`config.mk`:
```
export PLATFORM = sky130hd
export DESIGN_NAME = vscale_hasti_arbiter
export DESIGN_NICKNAME = d
export VERILOG_FILES = /design/src/rtl/vscale_hasti_arbiter_pkg.sv /design/src/rtl/vscale_hasti_hold_reg.sv /design/src/rtl/vscale_hasti_arbiter.sv
export VERILOG_INCLUDE_DIRS = /design/src /design/src/rtl
export SDC_FILE = /design/constraint.sdc
export NUM_CORES = 1
export LEC_CHECK = 0
export ABC_AREA = 1
export BUFFER_PORTS_ARGS = -buffer_cell sky130_fd_sc_hd__buf_2
export CORE_AREA = 4 4 130 132
export DETAILED_ROUTE_END_ITERATION = 10
export DIE_AREA = 0 0 134 136
export GPL_ROUTABILITY_DRIVEN = 0
export PLACE_DENSITY_LB_ADDON = 0.25
export SYNTH_ARGS = -nofsm -noshare
export SYNTH_HDL_FRONTEND = slang
export SYNTH_HIERARCHICAL = 1
export SYNTH_SLANG_ARGS = --single-unit
```
`constraint.sdc`:
```
create_clock -name hclk -period 4.59 [get_ports hclk]
set_input_delay 0.2295 -clock hclk [delete_from_list [all_inputs] [get_ports hclk]]
set_output_delay 0.2295 -clock hclk [all_outputs]
set_load 0.1 [all_outputs]
```
`src/rtl/vscale_hasti_constants.vh`:
```
// Shared HASTI (AHB-lite) field encodings used by the vscale bus blocks.
`ifndef VSCALE_HASTI_CONSTANTS_VH
`define VSCALE_HASTI_CONSTANTS_VH

`define HASTI_TRANS_WIDTH   2
`define HASTI_TRANS_IDLE    2'd0
`define HASTI_TRANS_BUSY    2'd1
`define HASTI_TRANS_NONSEQ  2'd2
`define HASTI_TRANS_SEQ     2'd3

`define HASTI_SIZE_WIDTH    3
`define HASTI_SIZE_BYTE     3'd0
`define HASTI_SIZE_HALFWORD 3'd1
`define HASTI_SIZE_WORD     3'd2

`define HASTI_BURST_WIDTH   3
`define HASTI_BURST_SINGLE  3'd0
`define HASTI_BURST_INCR    3'd1

`define HASTI_PROT_WIDTH    4

`define HASTI_RESP_WIDTH    1
`define HASTI_RESP_OKAY     1'b0
`define HASTI_RESP_ERROR    1'b1

`endif

```
`src/rtl/vscale_hasti_arbiter_pkg.sv`:
```
// Types and helpers shared by the two-master HASTI arbiter and its hold registers.
`include "vscale_hasti_constants.vh"

package vscale_hasti_arbiter_pkg;

    typedef enum logic [1:0] {
        OWNER_NONE = 2'd0,
        OWNER_M0   = 2'd1,
        OWNER_M1   = 2'd2
    } owner_e;

    localparam int ARB_FIXED       = 0;
    localparam int ARB_ROUND_ROBIN = 1;

    localparam logic [1:0] HTRANS_IDLE   = `HASTI_TRANS_IDLE;
    localparam logic [1:0] HTRANS_BUSY   = `HASTI_TRANS_BUSY;
    localparam logic [1:0] HTRANS_NONSEQ = `HASTI_TRANS_NONSEQ;
    localparam logic [1:0] HTRANS_SEQ    = `HASTI_TRANS_SEQ;

    localparam logic [2:0] HSIZE_WORD    = `HASTI_SIZE_WORD;
    localparam logic [2:0] HBURST_SINGLE = `HASTI_BURST_SINGLE;

    localparam logic HRESP_OKAY  = `HASTI_RESP_OKAY;
    localparam logic HRESP_ERROR = `HASTI_RESP_ERROR;

    // BUSY and IDLE never start a transfer on the slave.
    function automatic logic trans_active(input logic [1:0] htrans);
        return (htrans == HTRANS_NONSEQ) || (htrans == HTRANS_SEQ);
    endfunction

    function automatic owner_e owner_of(input logic m);
        return m ? OWNER_M1 : OWNER_M0;
    endfunction

endpackage

```
`src/rtl/vscale_hasti_hold_reg.sv`:
```
// One-deep address-phase capture for a master that lost arbitration, plus the
// live/held mux that presents whichever address phase this master is requesting.
`include "vscale_hasti_constants.vh"

module vscale_hasti_hold_reg
    import vscale_hasti_arbiter_pkg::*;
#(
    parameter int ADDR_WIDTH = 32
) (
    input  logic                  hclk,
    input  logic                  hresetn,
    input  logic                  live_ready,
    input  logic                  capture,
    input  logic                  issue,
    input  logic [ADDR_WIDTH-1:0] haddr,
    input  logic                  hwrite,
    input  logic [2:0]            hsize,
    input  logic [2:0]            hburst,
    input  logic                  hmastlock,
    input  logic [3:0]            hprot,
    input  logic [1:0]            htrans,
    output logic                  pend,
    output logic                  live_req,
    output logic                  req,
    output logic [ADDR_WIDTH-1:0] sel_haddr,
    output logic                  sel_hwrite,
    output logic [2:0]            sel_hsize,
    output logic [2:0]            sel_hburst,
    output logic                  sel_hmastlock,
    output logic [3:0]            sel_hprot,
    output logic [1:0]            sel_htrans
);

    logic [ADDR_WIDTH-1:0] hold_haddr;
    logic                  hold_hwrite;
    logic [2:0]            hold_hsize;
    logic [2:0]            hold_hburst;
    logic                  hold_hmastlock;
    logic [3:0]            hold_hprot;
    logic [1:0]            hold_htrans;

    // A live request only exists while the master sees hready high.
    assign live_req = trans_active(htrans) && live_ready;
    assign req      = pend || live_req;

    always_ff @(posedge hclk or negedge hresetn) begin
        if (!hresetn) begin
            pend <= 1'b0;
        end else if (capture) begin
            pend <= 1'b1;
        end else if (issue) begin
            pend <= 1'b0;
        end
    end

    always_ff @(posedge hclk) begin
        if (capture) begin
            hold_haddr     <= haddr;
            hold_hwrite    <= hwrite;
            hold_hsize     <= hsize;
            hold_hburst    <= hburst;
            hold_hmastlock <= hmastlock;
            hold_hprot     <= hprot;
            hold_htrans    <= htrans;
        end
    end

    always_comb begin
        if (pend) begin
            sel_haddr     = hold_haddr;
            sel_hwrite    = hold_hwrite;
            sel_hsize     = hold_hsize;
            sel_hburst    = hold_hburst;
            sel_hmastlock = hold_hmastlock;
            sel_hprot     = hold_hprot;
            sel_htrans    = hold_htrans;
        end else begin
            sel_haddr     = haddr;
            sel_hwrite    = hwrite;
            sel_hsize     = hsize;
            sel_hburst    = hburst;
            sel_hmastlock = hmastlock;
            sel_hprot     = hprot;
            sel_htrans    = htrans;
        end
    end

endmodule

```
`src/rtl/vscale_hasti_arbiter.sv`:
```
// Two-master (imem/dmem) to one-slave HASTI arbiter: zero-latency pass-through
// when uncontended, one-deep hold per master and hready stall when it loses.
`include "vscale_hasti_constants.vh"

module vscale_hasti_arbiter
    import vscale_hasti_arbiter_pkg::*;
#(
    parameter int ADDR_WIDTH = 32,
    parameter int DATA_WIDTH = 32,
    parameter int ARB_MODE   = 0
) (
    input  logic                  hclk,
    input  logic                  hresetn,

    input  logic [ADDR_WIDTH-1:0] m0_haddr,
    input  logic                  m0_hwrite,
    input  logic [2:0]            m0_hsize,
    input  logic [2:0]            m0_hburst,
    input  logic                  m0_hmastlock,
    input  logic [3:0]            m0_hprot,
    input  logic [1:0]            m0_htrans,
    input  logic [DATA_WIDTH-1:0] m0_hwdata,
    output logic [DATA_WIDTH-1:0] m0_hrdata,
    output logic                  m0_hready,
    output logic                  m0_hresp,

    input  logic [ADDR_WIDTH-1:0] m1_haddr,
    input  logic                  m1_hwrite,
    input  logic [2:0]            m1_hsize,
    input  logic [2:0]            m1_hburst,
    input  logic                  m1_hmastlock,
    input  logic [3:0]            m1_hprot,
    input  logic [1:0]            m1_htrans,
    input  logic [DATA_WIDTH-1:0] m1_hwdata,
    output logic [DATA_WIDTH-1:0] m1_hrdata,
    output logic                  m1_hready,
    output logic                  m1_hresp,

    output logic [ADDR_WIDTH-1:0] s_haddr,
    output logic                  s_hwrite,
    output logic [2:0]            s_hsize,
    output logic [2:0]            s_hburst,
    output logic                  s_hmastlock,
    output logic [3:0]            s_hprot,
    output logic [1:0]            s_htrans,
    output logic [DATA_WIDTH-1:0] s_hwdata,
    input  logic [DATA_WIDTH-1:0] s_hrdata,
    input  logic                  s_hready,
    input  logic                  s_hresp
);

    owner_e data_owner;
    logic   last_grant;
    logic   stick_vld;
    logic   stick_m;

    logic [1:0] pend;
    logic [1:0] live_req;
    logic [1:0] req;
    logic [1:0] capture;
    logic [1:0] grant;
    logic       sel_vld;
    logic       sel_m;
    logic       issue;

    logic [ADDR_WIDTH-1:0] c_haddr     [2];
    logic                  c_hwrite    [2];
    logic [2:0]            c_hsize     [2];
    logic [2:0]            c_hburst    [2];
    logic                  c_hmastlock [2];
    logic [3:0]            c_hprot     [2];
    logic [1:0]            c_htrans    [2];

    vscale_hasti_hold_reg #(.ADDR_WIDTH(ADDR_WIDTH)) u_hold0 (
        .hclk          (hclk),
        .hresetn       (hresetn),
        .live_ready    (m0_hready),
        .capture       (capture[0]),
        .issue         (grant[0]),
        .haddr         (m0_haddr),
        .hwrite        (m0_hwrite),
        .hsize         (m0_hsize),
        .hburst        (m0_hburst),
        .hmastlock     (m0_hmastlock),
        .hprot         (m0_hprot),
        .htrans        (m0_htrans),
        .pend          (pend[0]),
        .live_req      (live_req[0]),
        .req           (req[0]),
        .sel_haddr     (c_haddr[0]),
        .sel_hwrite    (c_hwrite[0]),
        .sel_hsize     (c_hsize[0]),
        .sel_hburst    (c_hburst[0]),
        .sel_hmastlock (c_hmastlock[0]),
        .sel_hprot     (c_hprot[0]),
        .sel_htrans    (c_htrans[0])
    );

    vscale_hasti_hold_reg #(.ADDR_WIDTH(ADDR_WIDTH)) u_hold1 (
        .hclk          (hclk),
        .hresetn       (hresetn),
        .live_ready    (m1_hready),
        .capture       (capture[1]),
        .issue         (grant[1]),
        .haddr         (m1_haddr),
        .hwrite        (m1_hwrite),
        .hsize         (m1_hsize),
        .hburst        (m1_hburst),
        .hmastlock     (m1_hmastlock),
        .hprot         (m1_hprot),
        .htrans        (m1_htrans),
        .pend          (pend[1]),
        .live_req      (live_req[1]),
        .req           (req[1]),
        .sel_haddr     (c_haddr[1]),
        .sel_hwrite    (c_hwrite[1]),
        .sel_hsize     (c_hsize[1]),
        .sel_hburst    (c_hburst[1]),
        .sel_hmastlock (c_hmastlock[1]),
        .sel_hprot     (c_hprot[1]),
        .sel_htrans    (c_htrans[1])
    );

    // A held master is stalled; the data-phase owner follows the slave.
    always_comb begin
        m0_hready = 1'b1;
        if (pend[0]) begin
            m0_hready = 1'b0;
        end else if (data_owner == OWNER_M0) begin
            m0_hready = s_hready;
        end
        m1_hready = 1'b1;
        if (pend[1]) begin
            m1_hready = 1'b0;
        end else if (data_owner == OWNER_M1) begin
            m1_hready = s_hready;
        end
    end

    // The address chosen during a slave wait stays on the bus until accepted.
    always_comb begin
        sel_vld = |req;
        if (stick_vld && req[stick_m]) begin
            sel_m = stick_m;
        end else if (req == 2'b11) begin
            sel_m = (ARB_MODE == ARB_ROUND_ROBIN) ? ~last_grant : 1'b1;
        end else begin
            sel_m = req[1];
        end
    end

    assign issue      = sel_vld && s_hready;
    assign grant[0]   = issue && !sel_m;
    assign grant[1]   = issue && sel_m;
    // A live address the slave did not accept has been taken from the master anyway.
    assign capture[0] = live_req[0] && !grant[0];
    assign capture[1] = live_req[1] && !grant[1];

    always_comb begin
        s_haddr     = '0;
        s_hwrite    = 1'b0;
        s_hsize     = '0;
        s_hburst    = '0;
        s_hmastlock = 1'b0;
        s_hprot     = '0;
        s_htrans    = HTRANS_IDLE;
        if (sel_vld) begin
            s_haddr     = c_haddr[sel_m];
            s_hwrite    = c_hwrite[sel_m];
            s_hsize     = c_hsize[sel_m];
            s_hburst    = c_hburst[sel_m];
            s_hmastlock = c_hmastlock[sel_m];
            s_hprot     = c_hprot[sel_m];
            s_htrans    = c_htrans[sel_m];
        end
    end

    always_ff @(posedge hclk or negedge hresetn) begin
        if (!hresetn) begin
            data_owner <= OWNER_NONE;
            last_grant <= 1'b0;
            stick_vld  <= 1'b0;
            stick_m    <= 1'b0;
        end else begin
            if (s_hready) begin
                data_owner <= issue ? owner_of(sel_m) : OWNER_NONE;
            end
            if (issue) begin
                last_grant <= sel_m;
            end
            stick_vld <= sel_vld && !s_hready;
            stick_m   <= sel_m;
        end
    end

    always_comb begin
        s_hwdata = '0;
        m0_hresp = HRESP_OKAY;
        m1_hresp = HRESP_OKAY;
        case (data_owner)
            OWNER_M0: begin
                s_hwdata = m0_hwdata;
                m0_hresp = s_hresp;
            end
            OWNER_M1: begin
                s_hwdata = m1_hwdata;
                m1_hresp = s_hresp;
            end
            default: ;
        endcase
    end

    assign m0_hrdata = s_hrdata;
    assign m1_hrdata = s_hrdata;

endmodule

```
Yosys cells after proc, flatten, opt, wreduce, memory -nomap -nowiden
Index checks and enable logic that the tools add are counted.
{ "word_totals": {"reg_bits": 98, "input_bits": 192, "output_inout_bits": 146, "elab_cells": 108} }
{ "classes": {"magnitude_cmp": 2, "n_eq_ne": 7, "muxes": 59, "bitwise_logic": 1, "reduce_logical": 20} }
{ "op_table": {"columns": ["cell", "count"], "rows": [
  ["32-bit two-way mux", 6],
  ["32-bit one-hot mux with 2 select lines", 1],
  ["3-bit two-way mux", 12],
  ["1-bit two-way mux", 26],
  ["4-bit two-way mux", 6],
  ["2-bit two-way mux", 8],
  ["2-bit == test, second input constant", 6],
  ["1-bit logical AND", 9],
  ["1-bit logical NOT", 4],
  ["1-bit logical OR", 4],
  ["2-bit nonzero test", 2],
  ["2-bit by 1-bit == test with 1-bit output, second input constant", 1],
  ["2-bit greater-or-equal comparator, second input constant", 1],
  ["1-bit by 2-bit < comparator with 1-bit output, second input constant", 1],
  ["1-bit NOT with 2-bit output", 1],
  ["2-bit OR reduction", 1]
]} }

Logic depth before layout (Yosys ltp)
Gate-level depths: netlist (run 1).
{ "logic_depth": {"ltp_word": 14, "mapped_depth": 15, "ltp_nobuf": 12} }

Hierarchy
The synthesis (run 1) kept the hierarchy.
{ "by_module_without_submodules": {"columns": ["mod", "instances", "cells_per_inst", "area_per_inst_um2", "seq_area_each_um2"], "rows": [
  ["vscale_hasti_hold_reg", 2, 203, 2030.7, 1406.3],
  ["vscale_hasti_arbiter", 1, 459, 2288.4, 100.1]
]} }

Least setup slack after synthesis (run 1)
No wires, ideal clock.
{ "synth_path": {"kind": "reg2reg", "from": "reg data_owner[0]", "to": "reg u_hold0.hold_haddr[0], enable pin", "setup_time_ns": 0.452, "t_arrival_ns": 5.137, "setup_slack_ns": -0.999, "path_stages_with_launch": 14, "path_buffers": 4, "period_less_slack_ns": 5.589, "path_cell_list": "dfrtp_1 inv_1 ha_1 clkbuf_1 buf_2 a21oi_1 nand2_1 nand2_1 clkbuf_2 buf_4 nand2_1 nand2_1 inv_1 nor2_1"} }
{ "synth_between": {"elab_chain_cells": 13, "word_cells_on_any_way": 22, "classes_between": "eq/ne (3); mux (8); reduce/logical (11)"} }
{ "synth_lines": {"columns": ["element", "line", "source"], "rows": [
  ["start, declared", "vscale_hasti_arbiter.sv:52", "owner_e data_owner;"],
  ["start signal, assigned", "vscale_hasti_arbiter.sv:186", "data_owner <= issue ? owner_of(sel_m) : OWNER_NONE;"],
  ["2-bit == test *", "vscale_hasti_arbiter.sv:135", "end else if (data_owner == OWNER_M1) begin"],
  ["1-bit two-way mux *", "vscale_hasti_arbiter.sv:135", null],
  ["1-bit two-way mux *", "vscale_hasti_arbiter.sv:133", "if (pend[1]) begin"],
  ["net m1_hready", "vscale_hasti_arbiter.sv:36", "output logic m1_hready,"],
  ["1-bit logical AND *", "vscale_hasti_hold_reg.sv:43", "assign live_req = trans_active(htrans) && live_ready;"],
  ["1-bit logical OR *", "vscale_hasti_hold_reg.sv:44", "assign req = pend || live_req;"],
  ["net req[1]", "vscale_hasti_arbiter.sv:59", "logic [1:0] req;"],
  ["1-bit two-way mux (not written as such) (2 in a row)", "vscale_hasti_arbiter.sv:143", "if (stick_vld && req[stick_m]) begin"],
  ["1-bit logical AND", "vscale_hasti_arbiter.sv:143", null],
  ["1-bit two-way mux", "vscale_hasti_arbiter.sv:143", null],
  ["1-bit logical NOT", "vscale_hasti_arbiter.sv:153", "assign grant[0] = issue && !sel_m;"],
  ["1-bit logical AND *", "vscale_hasti_arbiter.sv:153", null],
  ["net grant[0]", "vscale_hasti_arbiter.sv:61", "logic [1:0] grant;"],
  ["1-bit logical NOT *", "vscale_hasti_arbiter.sv:156", "assign capture[0] = live_req[0] && !grant[0];"],
  ["1-bit logical AND *", "vscale_hasti_arbiter.sv:156", null],
  ["net capture[0]", "vscale_hasti_arbiter.sv:60", "logic [1:0] capture;"],
  ["end signal, assigned", "vscale_hasti_hold_reg.sv:58", "hold_haddr <= haddr;"],
  ["end, declared", "vscale_hasti_hold_reg.sv:34", "logic [ADDR_WIDTH-1:0] hold_haddr;"]
]} }
Mark *: on every way through the listed nets, which the timed path passes. The rest lies on a longest branch. The select of a mux whose other input is x is not followed.
A chain may end at the register's enable or synchronous reset.

Worst setup path after layout (run 1)
{ "layout_path": {"from": "reg u_hold1.pend", "to": "out s_haddr[9]"} }
{ "layout_between": {"elab_chain_cells": 12, "word_cells_on_any_way": 16, "classes_between": "eq/ne (1); mux (10); bitwise (1); reduce/logical (4)"} }
{ "layout_lines": {"columns": ["element", "line", "source"], "rows": [
  ["start, declared", "vscale_hasti_hold_reg.sv:22", "output logic pend,"],
  ["start signal, assigned", "vscale_hasti_hold_reg.sv:48", "pend <= 1'b0;"],
  ["start signal, assigned", "vscale_hasti_hold_reg.sv:50", "pend <= 1'b1;"],
  ["start signal, assigned", "vscale_hasti_hold_reg.sv:52", "pend <= 1'b0;"],
  ["1-bit two-way mux", "vscale_hasti_arbiter.sv:133", null],
  ["1-bit logical AND", "vscale_hasti_hold_reg.sv:43", null],
  ["1-bit logical OR *", "vscale_hasti_hold_reg.sv:44", null],
  ["net req[1]", "vscale_hasti_arbiter.sv:59", null],
  ["1-bit two-way mux (not written as such) (2 in a row)", "vscale_hasti_arbiter.sv:143", null],
  ["1-bit logical AND", "vscale_hasti_arbiter.sv:143", null],
  ["1-bit two-way mux", "vscale_hasti_arbiter.sv:143", null],
  ["1-bit NOT with 2-bit output (not written as such)", "vscale_hasti_arbiter.sv:168", "s_haddr = c_haddr[sel_m];"],
  ["32-bit two-way mux (not written as such) (3 in a row)", "vscale_hasti_arbiter.sv:168", null],
  ["32-bit two-way mux *", "vscale_hasti_arbiter.sv:167", "if (sel_vld) begin"],
  ["end, declared", "vscale_hasti_arbiter.sv:39", "output logic [ADDR_WIDTH-1:0] s_haddr,"]
]} }
Marks and branches as above.

==> results of run 1 <==
metrics by stage:
step	instance area [um^2]	hold slack, ns
after global placement	7120	0.0688
after global routing	7390	0.0639
after floorplan	6360	-0.0661
after CTS	7380	0.0696
after detailed placement	7120	0.0735
final	7390	0.0812
cell families after synthesis:
group           after synthesis  share of synthesized area (%)
simple gates                497                           30.4
flops                        98                           45.9
fa+ha+maj                     2                          0.394
compound gates               82                           6.46
buf+inv                     186                           16.8
layout by cell type (no fill, tap or decap):
cell	n
sky130_fd_sc_hd__diode_2	2
sky130_fd_sc_hd__a21oi_1	78
sky130_fd_sc_hd__clkbuf_1	3
sky130_fd_sc_hd__buf_2	240
sky130_fd_sc_hd__ha_1	2
sky130_fd_sc_hd__clkinv_4	1
sky130_fd_sc_hd__nor2_1	48
sky130_fd_sc_hd__inv_1	62
sky130_fd_sc_hd__nor2_4	1
sky130_fd_sc_hd__dfrtp_1	4
sky130_fd_sc_hd__buf_4	9
sky130_fd_sc_hd__nor2_2	1
sky130_fd_sc_hd__nand2_4	1
sky130_fd_sc_hd__nand2_1	398
sky130_fd_sc_hd__o21ai_0	2
sky130_fd_sc_hd__nand3_4	1
sky130_fd_sc_hd__edfxtp_1	92
sky130_fd_sc_hd__nand3_1	47
sky130_fd_sc_hd__clkinv_2	1
sky130_fd_sc_hd__buf_12	1
sky130_fd_sc_hd__dfrtp_2	2
sky130_fd_sc_hd__clkinv_1	1
sky130_fd_sc_hd__clkbuf_16	9
sky130_fd_sc_hd__dlygate4sd3_1	1
sky130_fd_sc_hd__inv_2	4
sky130_fd_sc_hd__a21oi_2	2
path summary, 6_finish.rpt:
check | startpoint | slack, ns | depth (start not counted) | end
max reg2reg | u_hold1/pend | 1.55 | 9 | u_hold0/hold_hprot[0]
min | m0_haddr[28] | 0.08 | 1 | u_hold0/hold_haddr[28]
max | u_hold1/pend | 1.01 | 8 | s_haddr[9]
min in group asynchronous | hresetn | 0.27 | 2 | stick_vld
min reg2reg | u_hold0/pend | 0.53 | 2 | u_hold0/pend
max in group asynchronous | hresetn | 4.15 | 2 | u_hold0/pend
layer usage:
| metal | global-route usage, % | vias to the layer above | wire [um] |
|---|---|---|---|
| met1 | 25.0 | 2520 | 7750 |
| met2 | 33.1 | 224 | 8840 |
| li1 | - | 2932 | - |
| met3 | 4.66 | 29 | 1440 |
| met4 | 6.00 | 2 | 314 |
| met5 | 0 | - | 12 |
repair_timing:
item,CTS,global route
endpoints found under the setup margin,0,0
hold buffers,1,0
endpoints found under the hold margin,6,0
worst max-delay path: stages (launching register included):
cell and delay, ns:
sky130_fd_sc_hd__dfrtp_2 0.73, sky130_fd_sc_hd__a21oi_2 0.27, sky130_fd_sc_hd__nand2_1 0.13, sky130_fd_sc_hd__nand2_4 0.41
sky130_fd_sc_hd__nor2_2 0.12, sky130_fd_sc_hd__inv_2 0.60, sky130_fd_sc_hd__nand2_1 0.14, sky130_fd_sc_hd__nor2_1 0.14
sky130_fd_sc_hd__buf_2 0.44
synth_stat cells (all sizes together):
master	count	area [um^2]
buf	109	778
ha	2	25.0
nor2	50	190
o21ai	2	10.0
a21oi	80	400
clkbuf	11	42.5
dfrtp	6	150
inv	66	248
nand2	399	1500
nand3	48	245
edfxtp	92	2760
sequential cells by signal (all words and copies together) (netlist names), 2 cells and up:
register,flops
u_hold0/hold_hprot,4
u_hold1/hold_htrans,2
u_hold0/hold_hburst,3
u_hold0/hold_haddr,32
u_hold1/hold_haddr,32
u_hold1/hold_hsize,3
data_owner,2
u_hold0/hold_htrans,2
u_hold1/hold_hprot,4
u_hold0/hold_hsize,3
u_hold1/hold_hburst,3
layout make-up:
cell class                      count  area (um^2)
Antenna cell                        2         5.00
Tap cell                          216          270
Timing Repair Buffer              251         1300
Fill cell                        1615         8320
Inverter                           66          248
Clock buffer                       12          236
Multi-Input combinational cell    581         2400
Clock inverter                      3         17.5
Sequential cell                    98         2920
==> results.rst, run 1 <==
.. list-table::
   :header-rows: 1

   * - Metric
     - Value
   * - Run status
     - complete, no violations
   * - Vert. Die Dim
     - 136 um
   * - Post-CTS setup buffers
     - 0
   * - Number of nets in the layout
     - ~1200
   * - TNS Setup
     - 0 ns
   * - Post-synthesis instance area
     - about 6300 um^2
   * - Detailed-route wire length
     - 18.4 mm
   * - Total of max-cap violations
     - 0
   * - Maximum net fanout on the critical path
     - 49
   * - Via count of the first global-routing pass
     - about 5400
   * - Clock latency at the later pin of the worst-skew pair
     - 0.33 ns
   * - TritonCTS Buffers
     - 9
   * - Crit path arrival time
     - about 3.4 ns
   * - Final standard cell utilization of the core
     - approximately 47%
   * - Maximum number of pins on one net before global-route repair
     - 51
   * - Clock tree from TritonCTS
     - yes
   * - HPWL after detailed placement
     - approximately 13 mm
   * - Number of antenna violations at the first check in global routing
     - 3
   * - Number of DRC violations after detailed-routing iteration 0
     - a little under 300
   * - Sequential area share after synthesis
     - 45.9%
   * - DRC violations left
     - 0
   * - Gr usage total
     - between 10% and 20%
   * - First-pass GRT wire length
     - between 20 and 30 mm
   * - Highest attainable clock frequency
     - 0.279 GHz
   * - Clock transition at the register clock pins on the worst setup and hold paths after CTS
     - around 0.07 ns
   * - Die area
     - between 15000 and 20000 um^2
   * - Startpoint kind of the worst setup timing path
     - register
   * - Number of buffer cells added on primary ports
     - between 200 and 250
   * - Final setup skew
     - ~0.0077 ns
   * - Final antenna-violating net count
     - 0
   * - Num ports
     - between 300 and 400
   * - Average wire per cell in the routed design
     - between 10 and 15 um
   * - Synthesized flop and latch total
     - slightly below 100
   * - Floorplan Core Area
     - about 16000 um^2
   * - Final setup violation count
     - 0
   * - Root buf cell
     - sky130_fd_sc_hd__clkbuf_16
   * - Final setup slack of the worst path
     - between 1 and 1.5 ns
   * - Post-CTS Resized
     - 0
   * - Number of library cell types mapped by synthesis
     - 17
   * - Mean Syn Cell Area
     - between 7 and 8 um^2
   * - Slew margin rel.
     - about 30%
   * - Router iterations before antenna repair
     - 5
   * - Class of the most critical hold timing path
     - in2reg
   * - Dpl ws
     - ~1.3 ns
   * - H-tree depth reported by CTS
     - 3
   * - Max-slew violation count
     - 0
   * - Area growth from synthesis to layout
     - 16.4%
   * - Fraction of layout cells with a size suffix above 1
     - around 27%
   * - Detailed-route vias per instance
     - about 4.6
   * - Initial core utilization
     - about two fifths
   * - Setup Crit Path Kind
     - reg2out
   * - GRT Residual Overflow
     - 0
   * - Max Buffers Root-to-Sink
     - 2
   * - Critical path data required time
     - approximately 4.4 ns
   * - Count of final hold-check violations
     - 0
   * - Syn nets
     - 1059
   * - Crit share post-route
     - roughly 80%
   * - Number of instances in the placed design
     - 1211
   * - CTS sink cnt
     - between 90 and 100
   * - RSZ-0062 raised after global routing
     - false
   * - Row Count
     - between 40 and 50
   * - Kind of end point of the critical path
     - output pin
   * - Synth Instances
     - slightly below 900
   * - Total number of yosys warnings
     - 6
   * - Tightest Pin Transition
     - 1.05 ns
   * - Width of the die
     - approximately 130 um
   * - Final period demand of the worst path
     - ~3.6 ns
   * - Final cell count without fillers
     - 1229
   * - Total via count in the routed design
     - 5707
Power of run 1 is not shown: default switching activity piles up to over one toggle a cycle in this logic, so the estimate is an artifact.
==> inputs of run 2 (changes only) <==
==> constraint.sdc (replaced) <==
create_clock -name hclk -period 3.6 [get_ports hclk]
set_input_delay 0.18 -clock hclk [delete_from_list [all_inputs] [get_ports hclk]]
set_output_delay 0.18 -clock hclk [all_outputs]
set_load 0.1 [all_outputs]
==> results.rst, run 2 (synthesized netlist as in run 1, its figures left out) <==
.. list-table::
   :header-rows: 1

   * - Metric
     - Value
   * - Die area
     - ~18000 um^2
   * - Maximum number of pins on one net before global-route repair
     - 53
   * - Kind of end point of the critical path
     - output pin
   * - Final antenna-violating net count
     - 0
   * - Count of final hold-check violations
     - 0
   * - Worst slack on hold paths
     - approximately 0.016 ns
   * - Endpoint of the worst register-to-register path
     - u_hold1/hold_haddr[29]
   * - Width of the die
     - ~130 um
   * - Number of DRC violations after detailed-routing iteration 0
     - 351
   * - Number of instances in the placed design
     - between 1000 and 1500
   * - Router iterations before antenna repair
     - 4
   * - Final cell count without fillers
     - 1231
   * - R2r setup slk
     - ~0.84 ns
   * - Class of the most critical hold timing path
     - in2reg
   * - Setup Crit Path Kind
     - reg2out
   * - Critical path data required time
     - approximately 3.4 ns
   * - Final setup violation count
     - 0
   * - Num ports
     - between 300 and 400
   * - HPWL after detailed placement
     - 14.1 mm
   * - CTS sink cnt
     - a little under 100
   * - First-pass GRT wire length
     - 30.6 mm
   * - RSZ-0062 raised after global routing
     - false
   * - Final standard cell utilization of the core
     - a little over half
   * - Clock transition at the register clock pins on the worst setup and hold paths after CTS
     - about 0.070 ns
   * - Row Count
     - 46
   * - Launch instance of the worst min-delay path
     - m1_hwrite
   * - Root buf cell
     - sky130_fd_sc_hd__clkbuf_16
   * - Number of antenna violations at the first check in global routing
     - 1
   * - Total of max-cap violations
     - 0
   * - Total via count in the routed design
     - a little under 6000
   * - TritonCTS Buffers
     - 9
   * - Number of nets in the layout
     - about 1200
   * - Via count of the first global-routing pass
     - around 5700
   * - Run status
     - complete, no violations
   * - Fraction of layout cells with a size suffix above 1
     - roughly a third
   * - Gr usage total
     - 21.6%
   * - Crit share post-route
     - 88.3%
   * - Worst R2R Start
     - data_owner[0]
   * - Startpoint kind of the worst setup timing path
     - register
   * - Initial core utilization
     - around two fifths
   * - TNS Setup
     - 0 ns
   * - Crit path arrival time
     - 3.00 ns
   * - Highest attainable clock frequency
     - 0.314 GHz
   * - Post-CTS Resized
     - 0
   * - Number of buffer cells added on primary ports
     - 241
   * - Detailed-route vias per instance
     - about 4.8
   * - Area growth from synthesis to layout
     - 30.3%
   * - Final period demand of the worst path
     - roughly 3.2 ns
   * - Floorplan Core Area
     - 15700 um^2
   * - Tightest Pin Transition
     - a little under 1 ns
   * - Detailed-route wire length
     - between 15 and 20 mm
   * - Vert. Die Dim
     - around 140 um
   * - Average wire per cell in the routed design
     - between 15 and 20 um
   * - Maximum net fanout on the critical path
     - 46
   * - H-tree depth reported by CTS
     - 3
   * - Clock latency at the later pin of the worst-skew pair
     - ~0.35 ns
   * - Leading registers by flop count
     - u_hold0/hold_haddr (32), u_hold1/hold_haddr (32)
   * - GRT Residual Overflow
     - 0
   * - Max-slew violation count
     - 0
   * - Post-CTS setup buffers
     - 0
   * - CP Capture Point
     - s_hsize[2]
   * - Clock tree from TritonCTS
     - yes
   * - Worst-case reg-to-reg path depth
     - 9
   * - Max Buffers Root-to-Sink
     - 2
   * - Final setup skew
     - around 0.0091 ns
   * - Most frequent standard cell in the layout excluding fill and tap cells
     - sky130_fd_sc_hd__nand2_1
   * - Leading cell types in the layout, fill and taps excluded
     - 398 x sky130_fd_sc_hd__nand2_1, 195 x sky130_fd_sc_hd__buf_2, 92 x sky130_fd_sc_hd__edfxtp_1, 78 x sky130_fd_sc_hd__a21oi_1, 62 x sky130_fd_sc_hd__inv_1
   * - DRC violations left
     - 0
   * - Slew margin rel.
     - about a third
   * - Origin of the worst setup path
     - data_owner[0]
-- run 2: per-stage QoR --
step                      setup slack [ns]  instance area (um^2)
final                                0.420                  8270
after global routing                 0.163                  8270
after CTS                            0.396                  8270
after detailed placement             0.811                  7950
after global placement               0.813                  7950
after floorplan                     0.0156                  6480
-- run 2: cell type report --
type / instances / area (um^2)
clock inverters: 7 / 83.8
diodes: 2 / 5.00
clock buffers: 9 / 225
repair buffers: 252 / 2010
flip-flops and latches: 98 / 2920
fillers: 1517 / 7440
inverters: 66 / 251
well taps: 216 / 270
multi-input cells: 581 / 2510
-- run 2: timing repair --
item / CTS / global route
hold buffers: 1 / 0
setup endpoints to repair: 0 / 0
hold endpoints to repair: 6 / 0
-- run 2: worst min path at each step --
stage / to / slack, ns / cells after the start
after floorplan: data_owner[0] / -0.12 / 0
after global placement: stick_m / 0.03 / 1
after detailed placement: stick_m / 0.04 / 1
after CTS: u_hold0/hold_haddr[23] / 0.004 / 1
after global routing: u_hold1/hold_hburst[2] / 0.002 / 1
final: u_hold1/hold_hwrite / 0.02 / 1
-- run 2: worst max-delay path: stages, from the launching register on --
cell and delay [ns]:
sky130_fd_sc_hd__dfrtp_1 0.35, sky130_fd_sc_hd__inv_1 0.05, sky130_fd_sc_hd__ha_1 0.21, sky130_fd_sc_hd__a21oi_2 0.15, sky130_fd_sc_hd__nand2_1 0.11, sky130_fd_sc_hd__nand2_4 0.39
sky130_fd_sc_hd__nor2_2 0.12, sky130_fd_sc_hd__inv_2 0.71, sky130_fd_sc_hd__nand2_1 0.16, sky130_fd_sc_hd__nor2_2 0.19, sky130_fd_sc_hd__buf_12 0.20
-- run 2: metal layers --
layer  track usage, %  vias up  wire length, um
met1             25.5     2650             7840
li1                 -     2938                -
met5                0        -                0
met2             37.9      229            10100
met4             9.20        0              681
met3             4.92       56             1410
Power of run 2 is left out for the same reason.
==> inputs of run 3 (changes only) <==
--- a/config.mk
+++ b/config.mk
@@ -8,10 +8,11 @@
 export LEC_CHECK = 0
 export ABC_AREA = 1
 export BUFFER_PORTS_ARGS = -buffer_cell sky130_fd_sc_hd__buf_2
-export CORE_AREA = 4 4 130 132
+export CORE_MARGIN = 4
+export CORE_UTILIZATION = 25
 export DETAILED_ROUTE_END_ITERATION = 10
-export DIE_AREA = 0 0 134 136
 export GPL_ROUTABILITY_DRIVEN = 0
+export HOLD_SLACK_MARGIN = 0.06
 export PLACE_DENSITY_LB_ADDON = 0.25
 export SYNTH_ARGS = -nofsm -noshare
 export SYNTH_HDL_FRONTEND = slang
==> results.rst, run 3 (synthesized netlist as in run 1, its figures left out) <==
.. list-table::
   :header-rows: 1

   * - Metric
     - Value
   * - Row Count
     - 58
   * - Diodes inserted
     - 0
   * - Leading registers by flop count
     - u_hold0/hold_haddr (32), u_hold1/hold_haddr (32)
   * - Post-CTS Hold Buffers
     - 94
   * - Tightest Pin Transition
     - roughly 1.0 ns
   * - Slowest-stage cell, CP
     - sky130_fd_sc_hd__dfrtp_2
   * - Critical path data required time
     - 3.42 ns
   * - Floorplan Core Area
     - between 20000 and 30000 um^2
   * - Final cell count without fillers
     - roughly 1400
   * - Kind of end point of the critical path
     - output pin
   * - Run status
     - complete, no violations
   * - Setup Crit Path Kind
     - reg2out
   * - Post-CTS setup buffers
     - 0
   * - Vert. Die Dim
     - approximately 170 um
   * - Number of nets in the layout
     - around 1300
   * - Clock latency at the later pin of the worst-skew pair
     - approximately 0.35 ns
   * - Crit path arrival time
     - roughly 2.7 ns
   * - Highest attainable clock frequency
     - 0.343 GHz
   * - Gr usage total
     - between 10% and 20%
   * - Maximum number of pins on one net before global-route repair
     - between 60 and 70
   * - TritonCTS Buffers
     - 9
   * - CTS sink cnt
     - between 90 and 100
   * - TNS Setup
     - 0 ns
   * - Buf/Inv on CP
     - 2
   * - Number of instances in the placed design
     - 1328
   * - Detailed-route wire length
     - approximately 20 mm
   * - Max Buffers Root-to-Sink
     - 2
   * - Clock tree from TritonCTS
     - yes
   * - Slew margin rel.
     - around a third
   * - Total of max-cap violations
     - 0
   * - Number of antenna violations at the first check in global routing
     - 0
   * - Count of final hold-check violations
     - 0
   * - Post-CTS Resized
     - 0
   * - Cell chain of the critical path
     - a21oi_2 -> nand2_1 -> nand2_1 -> nand3_4 -> buf_4 -> a21oi_1 -> nor2_2 -> buf_2
   * - Most prevalent standard cell on the critical path
     - sky130_fd_sc_hd__nand2_1
   * - Number of buffer cells added on primary ports
     - ~240
   * - First-pass GRT wire length
     - 32.0 mm
   * - Class of the most critical hold timing path
     - in2async
   * - Initial core utilization
     - 25.3%
   * - RSZ-0062 raised after global routing
     - false
   * - Number of DRC violations after detailed-routing iteration 0
     - between 300 and 400
   * - Final antenna-violating net count
     - 0
   * - DRC violations left
     - 0
   * - Fraction of layout cells with a size suffix above 1
     - 29.5%
   * - Detailed-route vias per instance
     - between 4 and 5
   * - Average wire per cell in the routed design
     - 13.9 um
   * - Area growth from synthesis to layout
     - 44.2%
   * - Final period demand of the worst path
     - 2.92 ns
   * - Via count of the first global-routing pass
     - about 6100
   * - H-tree depth reported by CTS
     - 3
   * - Instance count on the critical path
     - 8
   * - Final setup slack of the worst path
     - 0.683 ns
   * - GRT Residual Overflow
     - 0
   * - Max-slew violation count
     - 0
   * - Startpoint kind of the worst setup timing path
     - register
   * - Worst-case reg-to-reg path depth
     - 9
   * - Dpl ws
     - roughly 0.84 ns
   * - Crit path largest cell delay
     - between 0.6 and 0.7 ns
   * - Most frequent standard cell in the layout excluding fill and tap cells
     - sky130_fd_sc_hd__nand2_1
   * - Leading cell types in the layout, fill and taps excluded
     - 398 x sky130_fd_sc_hd__nand2_1, 209 x sky130_fd_sc_hd__buf_2, 94 x sky130_fd_sc_hd__dlygate4sd3_1, 92 x sky130_fd_sc_hd__edfxtp_1, 78 x sky130_fd_sc_hd__a21oi_1
   * - Root buf cell
     - sky130_fd_sc_hd__clkbuf_16
   * - Num ports
     - about 340
   * - Router iterations before antenna repair
     - 5
   * - Clock transition at the register clock pins on the worst setup and hold paths after CTS
     - about 0.07 ns
   * - Final setup skew
     - approximately 0.01 ns
   * - Maximum net fanout on the critical path
     - 62
   * - Die area
     - between 20000 and 30000 um^2
   * - Final setup violation count
     - 0
   * - HPWL after detailed placement
     - around 14 mm
   * - CP top delay family
     - buffers and inverters
   * - Crit share post-route
     - approximately 81%
   * - Total via count in the routed design
     - 6075
   * - Width of the die
     - 167 um
run 3: changes by cell type in the layout (fill, tap and decap cells not counted), moves of 2 or more:
cell | previous run | this run
sky130_fd_sc_hd__clkinv_1 | 3 | 0
sky130_fd_sc_hd__buf_12 | 48 | 35
sky130_fd_sc_hd__inv_8 | 0 | 2
sky130_fd_sc_hd__diode_2 | 2 | 0
sky130_fd_sc_hd__dlygate4sd3_1 | 1 | 94
sky130_fd_sc_hd__buf_2 | 195 | 209
sky130_fd_sc_hd__clkinv_4 | 0 | 2
run 3: layer usage:
layer / global-route usage [%] / vias up / share of wire, %
li1: - / 3121 / -
met1: 17.8 / 2700 / 45
met2: 23.5 / 204 / 46
met3: 3.05 / 50 / 6.0
met4: 4.98 / 0 / 2.7
met5: 0 / - / 0
run 3: final timing paths:
check | from | slack [ns] | endpoint
setup / recovery | u_hold0/pend | 0.68 | s_haddr[8]
hold / removal | hresetn | 0.20 | data_owner[0]
setup reg to reg | data_owner[0] | 0.92 | u_hold1/hold_hsize[0]
hold reg to reg | u_hold1/pend | 0.54 | u_hold1/pend
max in group asynchronous | hresetn | 3.22 | u_hold1/pend
min in group hclk | s_hrdata[24] | 0.36 | m0_hrdata[24]
run 3: worst reg2reg max path: cells and delay by family, from the launching register on:
family / cells / cell delay [ns]
flops: 1 / 0.35
compound gates: 1 / 0.17
fa+ha+maj: 1 / 0.21
buf+inv: 3 / 0.88
simple gates: 4 / 0.80
run 3: through the flow:
stage | area (um^2) | hold WS [ns] | util [%]
after floorplan | 6480 | -0.116 | -
after global placement | 7910 | 0.0243 | 31.5
after detailed placement | 7910 | 0.0286 | 31.5
after CTS | 9160 | 0.220 | 36.5
after global routing | 9160 | 0.201 | 36.5
final | 9160 | 0.201 | 36.5
run 3: layout make-up:
cell class	count	area [um^2]
clock buffers	9	225
fillers	2701	16000
repair buffers	347	2760
flip-flops and latches	98	2920
well taps	330	413
multi-input cells	581	2510
inverters	66	251
clock inverters	7	85.1
Power of run 3 is left out for the same reason.
